$ cat config.mk
export PLATFORM = sky130hd
export DESIGN_NAME = mdu_seq
export DESIGN_NICKNAME = d
export VERILOG_FILES = /design/src/rtl/mdu_seq.sv
export SDC_FILE = /design/constraint.sdc
export NUM_CORES = 1
export LEC_CHECK = 0
export ABC_AREA = 0
export CAP_MARGIN = 30
export CORE_MARGIN = 1.5
export CORE_UTILIZATION = 50
export CTS_CLUSTER_SIZE = 24
export DETAILED_ROUTE_END_ITERATION = 8
export PLACE_DENSITY = 0.71
export SKIP_LAST_GASP = 1
export SLEW_MARGIN = 20
export SYNTH_ARGS = -nofsm -noshare
export SYNTH_HDL_FRONTEND = slang
export SYNTH_SLANG_ARGS = --single-unit
$ cat constraint.sdc
create_clock -name clk -period 7.3 [get_ports clk]
set_clock_uncertainty 0.15 [all_clocks]
set_input_delay 0.73 -clock clk [delete_from_list [all_inputs] [get_ports clk]]
set_output_delay 0.73 -clock clk [all_outputs]
set_load 0.1 [all_outputs]
$ cat src/rtl/mdu_seq.sv
// -----------------------------------------------------------------------------
// mdu_seq -- iterative multiply/divide sequencer with architectural HI/LO.
//
// Executes mult/multu/div/divu over a fixed 34-cycle schedule
// (PREP 1 + CALC 32 + FIX 1), followed by a one-cycle DONE. One shared
// 33-bit add/subtract path serves both the shift-add multiply and the
// restoring divide. HI/LO are written only at the end of FIX, or by
// mthi/mtlo while idle.
//
// Ports
//   clk, rst_n     rising-edge clock, asynchronous active-low reset
//   start          launch; sampled only in IDLE (busy=0, done=0)
//   op             00 mult, 01 multu, 10 div, 11 divu
//   srcA, srcB     multiplicand/dividend, multiplier/divisor
//   hi_we, lo_we   mthi/mtlo write enables (IDLE only, start has priority)
//   wdata          mthi/mtlo data
//   busy           operation in progress (PREP/CALC/FIX)
//   done           one-cycle pulse, HI/LO already hold the new result
//   div_by_zero    pulses with done when a divide had srcB=0
//   hi, lo         HI/LO registers
// -----------------------------------------------------------------------------
module mdu_seq #(
    parameter int WIDTH = 32
) (
    input  logic             clk,
    input  logic             rst_n,
    input  logic             start,
    input  logic [1:0]       op,
    input  logic [WIDTH-1:0] srcA,
    input  logic [WIDTH-1:0] srcB,
    input  logic             hi_we,
    input  logic             lo_we,
    input  logic [WIDTH-1:0] wdata,
    output logic             busy,
    output logic             done,
    output logic             div_by_zero,
    output logic [WIDTH-1:0] hi,
    output logic [WIDTH-1:0] lo
);

    typedef enum logic [2:0] {
        S_IDLE,
        S_PREP,
        S_CALC,
        S_FIX,
        S_DONE
    } state_t;

    state_t             state_q, state_d;
    logic [1:0]         op_q;
    logic [WIDTH-1:0]   a_q, b_q;          // raw latched operands
    logic [WIDTH-1:0]   m_q;               // multiplicand or divisor magnitude
    logic [WIDTH-1:0]   acc_hi, acc_lo;    // {P_hi,P_lo} or {R,Q}
    logic [4:0]         cnt_q;
    logic               neg_q;             // product / quotient must be negated
    logic               rem_neg_q;         // remainder must be negated
    logic [WIDTH-1:0]   hi_q, lo_q;

    // Operation decode from the latched opcode.
    logic is_div, is_signed;
    assign is_div    = op_q[1];
    assign is_signed = ~op_q[0];

    // ------------------------------------------------------------------
    // Shared 33-bit add/subtract path.
    //   multiply: {0,P_hi} + (P_lo[0] ? {0,M} : 0)
    //   divide:   {R,Q[31]} - {0,D}
    // For divide the true difference lies in [-D, D-1], which always fits
    // a 33-bit signed value, so bit 32 is a reliable "negative" flag.
    // ------------------------------------------------------------------
    logic [WIDTH:0] alu_x, alu_y, alu_sum;

    always_comb begin
        // NOTE: every combinational output gets a default first so no path
        // leaves it unassigned -- that is what keeps latches from appearing.
        alu_x = {1'b0, acc_hi};
        alu_y = '0;
        if (is_div) begin
            alu_x = {acc_hi, acc_lo[WIDTH-1]};
            alu_y = ~{1'b0, m_q};
        end else if (acc_lo[0]) begin
            alu_y = {1'b0, m_q};
        end
        alu_sum = alu_x + alu_y + {{WIDTH{1'b0}}, is_div};
    end

    // Operand magnitudes for PREP (0x8000_0000 stays 0x8000_0000, which is
    // the correct unsigned magnitude).
    logic [WIDTH-1:0] mag_a, mag_b;
    assign mag_a = (is_signed && a_q[WIDTH-1]) ? -a_q : a_q;
    assign mag_b = (is_signed && b_q[WIDTH-1]) ? -b_q : b_q;

    // Signed fixup applied in FIX.
    logic [2*WIDTH-1:0] prod, prod_fix;
    logic [WIDTH-1:0]   quo_fix, rem_fix;
    logic               b_zero;

    assign prod     = {acc_hi, acc_lo};
    assign prod_fix = neg_q ? -prod : prod;
    assign quo_fix  = neg_q ? -acc_lo : acc_lo;
    assign rem_fix  = rem_neg_q ? -acc_hi : acc_hi;
    assign b_zero   = (b_q == '0);

    // ------------------------------------------------------------------
    // FSM: state register + next-state/output logic
    // ------------------------------------------------------------------
    always_ff @(posedge clk or negedge rst_n) begin
        if (!rst_n) begin
            state_q <= S_IDLE;
        end else begin
            state_q <= state_d;
        end
    end

    always_comb begin
        state_d     = state_q;
        busy        = 1'b0;
        done        = 1'b0;
        div_by_zero = 1'b0;
        unique case (state_q)
            S_IDLE: if (start) state_d = S_PREP;
            S_PREP: begin
                busy    = 1'b1;
                state_d = S_CALC;
            end
            S_CALC: begin
                busy = 1'b1;
                if (cnt_q == '0) state_d = S_FIX;
            end
            S_FIX: begin
                busy    = 1'b1;
                state_d = S_DONE;
            end
            S_DONE: begin
                done        = 1'b1;
                div_by_zero = is_div && b_zero;
                state_d     = S_IDLE;
            end
            default: state_d = S_IDLE;
        endcase
    end

    // ------------------------------------------------------------------
    // Datapath and HI/LO registers
    // ------------------------------------------------------------------
    always_ff @(posedge clk or negedge rst_n) begin
        if (!rst_n) begin
            op_q      <= '0;
            a_q       <= '0;
            b_q       <= '0;
            m_q       <= '0;
            acc_hi    <= '0;
            acc_lo    <= '0;
            cnt_q     <= '0;
            neg_q     <= 1'b0;
            rem_neg_q <= 1'b0;
            hi_q      <= '0;
            lo_q      <= '0;
        end else begin
            // NOTE: state is updated with non-blocking assignments so every
            // register samples the pre-edge values, independent of statement
            // order within this block.
            unique case (state_q)
                S_IDLE: begin
                    if (start) begin
                        op_q <= op;
                        a_q  <= srcA;
                        b_q  <= srcB;
                    end else begin
                        if (hi_we) hi_q <= wdata;
                        if (lo_we) lo_q <= wdata;
                    end
                end
                S_PREP: begin
                    acc_hi    <= '0;
                    m_q       <= is_div ? mag_b : mag_a;
                    acc_lo    <= is_div ? mag_a : mag_b;
                    neg_q     <= is_signed && (a_q[WIDTH-1] ^ b_q[WIDTH-1]);
                    rem_neg_q <= is_signed && is_div && a_q[WIDTH-1];
                    cnt_q     <= 5'd31;
                end
                S_CALC: begin
                    cnt_q <= cnt_q - 5'd1;
                    if (!is_div) begin
                        // Shift the accumulator right, carry-out enters P_hi.
                        acc_hi <= alu_sum[WIDTH:1];
                        acc_lo <= {alu_sum[0], acc_lo[WIDTH-1:1]};
                    end else if (!alu_sum[WIDTH]) begin
                        acc_hi <= alu_sum[WIDTH-1:0];
                        acc_lo <= {acc_lo[WIDTH-2:0], 1'b1};
                    end else begin
                        // Restore: keep the shifted remainder.
                        acc_hi <= {acc_hi[WIDTH-2:0], acc_lo[WIDTH-1]};
                        acc_lo <= {acc_lo[WIDTH-2:0], 1'b0};
                    end
                end
                S_FIX: begin
                    if (!is_div) begin
                        hi_q <= prod_fix[2*WIDTH-1:WIDTH];
                        lo_q <= prod_fix[WIDTH-1:0];
                    end else if (b_zero) begin
                        hi_q <= a_q;
                        lo_q <= '1;
                    end else begin
                        hi_q <= rem_fix;
                        lo_q <= quo_fix;
                    end
                end
                default: ;
            endcase
        end
    end

    assign hi = hi_q;
    assign lo = lo_q;

endmodule

==> qor.csv, run 1 <==
stage,metric,value,unit
outcome,outcome,finished with violations,
outcome,failing checks,DRC,
cts,cts hold-fix bufs,0,
logic_synthesis,Synth Instances,1990,
logic_synthesis,syn_nets,2133,
cts,total CTS buffers,28,
global_routing,first-pass GRT wire length,89930,um
logic_synthesis,largest family of logic cells by synthesized area,compound AO/OA/AOI/OAI gates,
finish,# fillers,2946,
logic_synthesis,Compound-Gate Fraction of Synth Area,22.19,%
logic_synthesis,commonest register cell after synthesis,dfrtp_1,
critical_path,"CP delay by family, top",simple AND/OR/NAND/NOR gates,
global_routing,number of global-route vias before repair,15150,
die,die area,0.03506,sq mm
cts,H-Tree Depth,1,
finish,Synth-to-Final Area Change,17.33,%
timing,Least-Margin Pin Slew,1.079,ns
logic_synthesis,register area share after synthesis,34.80,%
die,row count,67,
cts,Skew-Pair Late Insertion Delay,0.56,ns
logic_synthesis,Syn Std Cell Area,0.01697,sq mm
die,Die W,187.2,um
cts,CTS sink count,236,
drt,DR iter-0 viols,1666,
drt,DR vias,15939,
critical_path,CP Max Fanout,7,
cts,clk slew on worst S/H paths,0.06,ns
place,Placer Congestion,0.9976,
logic_synthesis,ys async rst share,100.0,%
logic_synthesis,number of synthesized register bits,236,
finish,layout cells sized above 1,9.567,%
global_routing,initial antenna violation count,1,
logic_synthesis,post-synthesis simple-gate area fraction,16.22,%
cts,worst-case clock buffer depth,3,
drt,# DRC,1,
logic_synthesis,Post-Synth Adder-Cell Area,3.038,%
critical_path,number of buffers and inverters on the critical path,1,
critical_path,CP Capture Type,output port,
logic_synthesis,synth warn,0,
cts,CTS resizes,0,
critical_path,Max stage delay on crit path,1.13,ns
timing,max_slew headroom,27.87,%
timing,fmax,183.2,MHz
critical_path,worst setup path start,b_q[9]$_DFFE_PN0P_,
place,HPWL Detailed,44020,um
logic_synthesis,xor and xnor area share after synthesis,9.187,%
cts,post-CTS setup buffers,0,
drt,final WL,58450,um
drt,vias per cell,6.305,
timing,final setup fails,0,
finish,ant diodes,0,
finish,Final nets,2205,
die,starting density of the core,50.74,%
cts,clock tree root buffer cell,clkbuf_16,
cts,TritonCTS clock tree,done,
timing,Max Transition Viols Final,0,
worst_hold_path,Worst Hold Class,primary input to asynchronous set/reset pin,
die,Die Ht,187.2,um
timing,minimum clock period,5.459,ns
logic_synthesis,Synth cell types,74,
logic_synthesis,"EDFF count, synth",0,
run,max-cap check violation count,0,
die,Core Region,0.03345,sq mm
critical_path,WP data required,6.42,ns
logic_synthesis,multiplexer share of the synthesized area,10.29,%
global_routing,largest net degree at the start of global routing,104,
timing,setup tns final,0,ns
critical_path,critical path arrival,4.58,ns
critical_path,CP max-delay cell,clkdlybuf4s50_1,
die,# IOs,170,
timing,"Hold Vio Cnt, Final",0,
logic_synthesis,"Avg Cell Area, Syn",8.528,sq um
timing,fin crit share,74.78,%
timing,RSZ-0062 raised after global routing,false,
place,port buffer count,169,
critical_path,reg2reg start,op_q[1]$_DFFE_PN0P_,
critical_path,crit start category,register,
critical_path,crit-path cells,or3_1 -> nor4_1 -> nand4_1 -> nor3_2 -> and2_1 -> clkdlybuf4s50_1,
global_routing,total gr overflow,0,
drt,Pre-Repair DR Iteration Count,8,
global_routing,global-route usage over all layers,32.82,%
drt,WL per Instance,23.12,um
drt,Antenna Nets Post-Route,0,
critical_path,Crit Path Class,register to output port,
state kept, by name, summed over array words and instances (netlist names):
name	flops
a_q	32
acc_hi	32
acc_lo	32
b_q	32
hi	32
lo	32
m_q	32
cnt_q	5
state_q	3
op_q	2
neg_q	1
rem_neg_q	1
cell usage in the layout, fill, tap and decap left out, types with 27 or more instances in the layout:
cell / netlist / layout
nor2_1: 132 / 130
a22oi_1: 27 / 27
o31ai_1: 36 / 36
o21ai_0: 217 / 217
xnor2_1: 97 / 97
a21oi_1: 102 / 101
xor2_1: 81 / 81
clkbuf_16: 0 / 29
nand2_1: 248 / 247
inv_1: 31 / 29
nor3_1: 71 / 70
o22ai_1: 30 / 30
dfrtp_1: 236 / 234
ha_1: 38 / 38
mux2_2: 91 / 91
o221ai_1: 40 / 40
clkdlybuf4s50_1: 0 / 168
mux2i_1: 72 / 72
metrics by stage:
step / hold WS (ns) / util, % / area, sq um / worst slack [ns] / instances
6_report: 0.08907 / 59.53 / 19910 / 1.841 / 2528
5_1_grt: 0.1362 / 59.53 / 19910 / 1.571 / 2528
4_1_cts: 0.1184 / 59.35 / 19850 / 1.809 / 2524
3_5_place_dp: 0.3193 / 56.39 / 18860 / 2.166 / 2476
3_3_place_gp: 0.3122 / 56.28 / 18820 / 2.117 / 2473
2_1_floorplan: 0.2844 / - / 16970 / 2.668 / 1990
final timing paths:
path                                           to  slack, ns  depth (start not counted)
setup reg to reg           acc_hi[29]$_DFFE_PN0N_       2.07                         14
setup / recovery                      div_by_zero       1.84                          6
max in group asynchronous      b_q[3]$_DFFE_PN0P_       5.61                          2
hold reg to reg                lo[24]$_DFFE_PN0P_       0.33                          2
hold / removal                 hi[28]$_DFFE_PN0P_       0.09                          1
min in group clk               lo[24]$_DFFE_PN0P_       0.33                          2
worst reg2reg max path, cell delays in order, from the launching register on:
cell	delay [ns]
dfrtp_4	0.91
inv_2	0.49
o21ai_0	0.43
fa_1	0.28
inv_1	0.06
fa_1	0.40
nor2b_1	0.17
o31ai_1	0.13
a31oi_1	0.48
o211ai_1	0.21
a31oi_1	0.25
a21o_1	0.49
buf_8	0.24
mux2i_1	0.22
o221ai_1	0.13
synthesized netlist by cell type (5+ instances only):
| master | n | area, sq um |
|---|---|---|
| o21a_1 | 8 | 60.06 |
| a21o_1 | 10 | 75.07 |
| and3_1 | 7 | 43.79 |
| a22oi_1 | 27 | 202.7 |
| or4_1 | 19 | 142.6 |
| dfrtp_1 | 236 | 5906 |
| and2_1 | 12 | 75.07 |
| xor2_1 | 81 | 709.4 |
| o211ai_1 | 16 | 120.1 |
| nand2b_1 | 12 | 75.07 |
| mux2i_1 | 72 | 720.7 |
| nor2_1 | 132 | 495.5 |
| inv_1 | 31 | 116.4 |
| a221o_1 | 9 | 90.09 |
| nand3_1 | 22 | 110.1 |
| mux2_2 | 91 | 1025 |
| buf_1 | 13 | 48.80 |
| a2bb2oi_1 | 6 | 52.55 |
| a211oi_1 | 13 | 97.59 |
| nand2_1 | 248 | 930.9 |
| buf_2 | 10 | 50.05 |
| xnor2_1 | 97 | 849.6 |
| ha_1 | 38 | 475.5 |
| or2_2 | 7 | 43.79 |
| o21ai_1 | 6 | 30.03 |
| a31oi_1 | 12 | 75.07 |
| o22ai_1 | 30 | 187.7 |
| o221ai_1 | 40 | 350.3 |
| a21oi_1 | 102 | 510.5 |
| o31ai_1 | 36 | 270.3 |
| clkbuf_1 | 132 | 495.5 |
| nor2b_1 | 9 | 56.30 |
| o41ai_1 | 12 | 105.1 |
| a221oi_1 | 5 | 43.79 |
| or3_1 | 19 | 118.9 |
| nor4_1 | 15 | 93.84 |
| nor3_1 | 71 | 355.3 |
| o21ai_0 | 217 | 1086 |
| nand4_1 | 10 | 62.56 |
per-layer routing:
layer,GRT usage (%),part of all wire [%],vias up
met3,6.398,9.8,107
met2,49.90,43,842
met1,47.43,44,7621
met4,9.305,3.1,0
li1,-,-,7369
met5,0,0,-
area by class of cell:
class	instances	area, sq um	share of cell area [%]
Clock buffer	38	809.5	4.066
Clock inverter	10	178.9	0.8986
Inverter	32	120.1	0.6032
Multi-Input combinational cell	1566	10370	52.09
Sequential cell	236	5911	29.68
Tap cell	448	560.5	2.815
Timing Repair Buffer	198	1961	9.847
kinds of logic (layout without fill, tap and decap cells):
logic type,after synthesis,after routing
flops,236,236
xor+xnor,178,178
fa+ha+maj,40,40
mux,163,163
compound gates,586,586
buf+inv,188,278
simple gates,599,599
Power of run 1 is left out: the tool's default activity adds up to more than one toggle a clock period on the data nets, which glitch-free logic cannot reach.
==> run 2: changes to the inputs <==
Settings changed: PLACE_DENSITY 0.71 to 0.74.
Clock period 7.3 ns to 4.9 ns, I/O delays scaled along.
==> qor.csv, run 2 (synthesis gave the netlist of run 1 again) <==
stage,metric,value,unit
finish,Finished Core Util,59.33,%
timing,minimum clock period,4.434,ns
place,HPWL Detailed,44190,um
drt,vias per cell,6.427,
cts,clk slew on worst S/H paths,0.07,ns
timing,Hold Slack,0.3249,ns
critical_path,worst setup path start,op_q[1]$_DFFE_PN0P_,
timing,final setup fails,0,
cts,worst-case clock buffer depth,3,
global_routing,number of global-route vias before repair,15581,
worst_hold_path,min-delay src,lo[24]$_DFFE_PN0P_,
place,port buffer count,169,
global_routing,total gr overflow,0,
critical_path,Crit Path Class,register to register,
drt,DR iter-0 viols,1789,
run,max-cap check violation count,0,
die,# IOs,170,
outcome,outcome,completed,
timing,max_slew headroom,32.94,%
cts,H-Tree Depth,1,
die,Die W,187.2,um
cts,Skew-Pair Late Insertion Delay,0.55,ns
drt,# DRC,0,
critical_path,reg2reg start,op_q[1]$_DFFE_PN0P_,
drt,WL per Instance,23.08,um
global_routing,grt met1 use,46.38,%
die,starting density of the core,50.74,%
global_routing,largest net degree at the start of global routing,115,
worst_hold_path,Worst Hold Class,register to register,
finish,Final nets,2218,
global_routing,GR Layer Usage met3,7.167,%
finish,Synth-to-Final Area Change,16.94,%
die,Core Region,0.03345,sq mm
global_routing,initial antenna violation count,1,
finish,"commonest non-fill, non-tap cell in the layout",nand2_1,
critical_path,critical path arrival,4.71,ns
timing,"Hold Vio Cnt, Final",0,
timing,setup tns final,0,ns
cts,CTS sink count,236,
critical_path,R2R cell count,15,
global_routing,GRT busiest layer,met2,
cts,TritonCTS clock tree,done,
cts,total CTS buffers,26,
timing,Max Transition Viols Final,0,
cts,post-CTS setup buffers,0,
timing,RSZ-0062 raised after global routing,false,
global_routing,met2 usage,50.00,%
finish,layout cells sized above 1,10.00,%
global_routing,global-route usage over all layers,32.81,%
die,row count,67,
critical_path,crit start category,register,
critical_path,CP Max Fanout,30,
drt,DR vias,16312,
cts,CTS resizes,0,
finish,most frequent cells in the layout,"247 x nand2_1, 234 x dfrtp_1, 217 x o21ai_0",
timing,Least-Margin Pin Slew,1.003,ns
drt,final WL,58590,um
finish,# fillers,2912,
drt,Pre-Repair DR Iteration Count,7,
global_routing,first-pass GRT wire length,90780,um
die,Die Ht,187.2,um
die,die area,0.03506,sq mm
worst_hold_path,Hold Path Cell Cnt,2,
timing,fmax,225.5,MHz
timing,fin crit share,90.50,%
critical_path,WP data required,5.18,ns
drt,Antenna Nets Post-Route,0,
critical_path,CP Capture Type,register,
cts,clock tree root buffer cell,clkbuf_16,
place,Placer Congestion,1.134,
run 2: changes by cell type in the layout (fill, tap and decap cells not counted), sizes merged:
cell           change
buf               +15
clkbuf             -6
bufinv             -3
clkinvlp           +2
inv                +2
clkdlybuf4s50      -1
clkinv             -1
diode              +1
dlygate4sd3        +1
run 2: critical path, cell delays in order (launching register included):
cell	delay, ns
dfrtp_4	0.66
buf_4	0.32
nand2_1	0.10
o21ai_0	0.14
fa_1	0.47
inv_1	0.09
fa_1	0.22
nor2b_1	0.07
o31ai_1	0.43
a31oi_1	0.31
o211ai_1	0.31
nand3_1	0.20
xor2_1	0.18
buf_4	0.22
mux2i_1	0.14
a221o_1	0.29
run 2: metrics by stage:
step | setup WS [ns] | instances | instance area, sq um
after floorplan | 0.2681 | 1990 | 16970
after detailed placement | 0.5280 | 2493 | 18980
after global routing | 0.2351 | 2537 | 19840
final | 0.4655 | 2538 | 19840
after global placement | 0.6175 | 2493 | 18980
after CTS | 0.5095 | 2536 | 19830
run 2: routing by layer:
layer  wire length [um]  vias to the layer above
li1                   -                     7409
met1              24330                     7840
met2              25530                      928
met3               6612                      133
met4               2099                        2
met5                 17                        -
run 2: path summary, 6_finish.rpt:
path / endpoint / slack [ns]
max in group asynchronous: neg_q$_DFFE_PN0P_ / 2.94
setup / recovery: acc_hi[1]$_DFFE_PN0N_ / 0.47
min in group asynchronous: acc_hi[22]$_DFFE_PN0N_ / 0.49
hold / removal: lo[24]$_DFFE_PN0P_ / 0.32
hold reg to reg: lo[24]$_DFFE_PN0P_ / 0.32
setup reg to reg: acc_hi[1]$_DFFE_PN0N_ / 0.47
run 2: repair_timing:
item	4_1_cts	5_1_grt
setup endpoints to repair	0	0
endpoints found under the hold margin	112	0
hold buffers	1	0
run 2: area by class of cell:
| cell class | count | area, sq um | area share (%) |
|---|---|---|---|
| Multi-Input combinational cell | 1566 | 10370 | 52.24 |
| Sequential cell | 236 | 5911 | 29.79 |
| Timing Repair Buffer | 213 | 2047 | 10.32 |
| Clock buffer | 32 | 724.4 | 3.651 |
| Tap cell | 448 | 560.5 | 2.825 |
| Inverter | 32 | 120.1 | 0.6053 |
| Clock inverter | 10 | 112.6 | 0.5675 |
| Antenna cell | 1 | 2.502 | 0.01261 |
Power of run 2 is left out for the same reason.
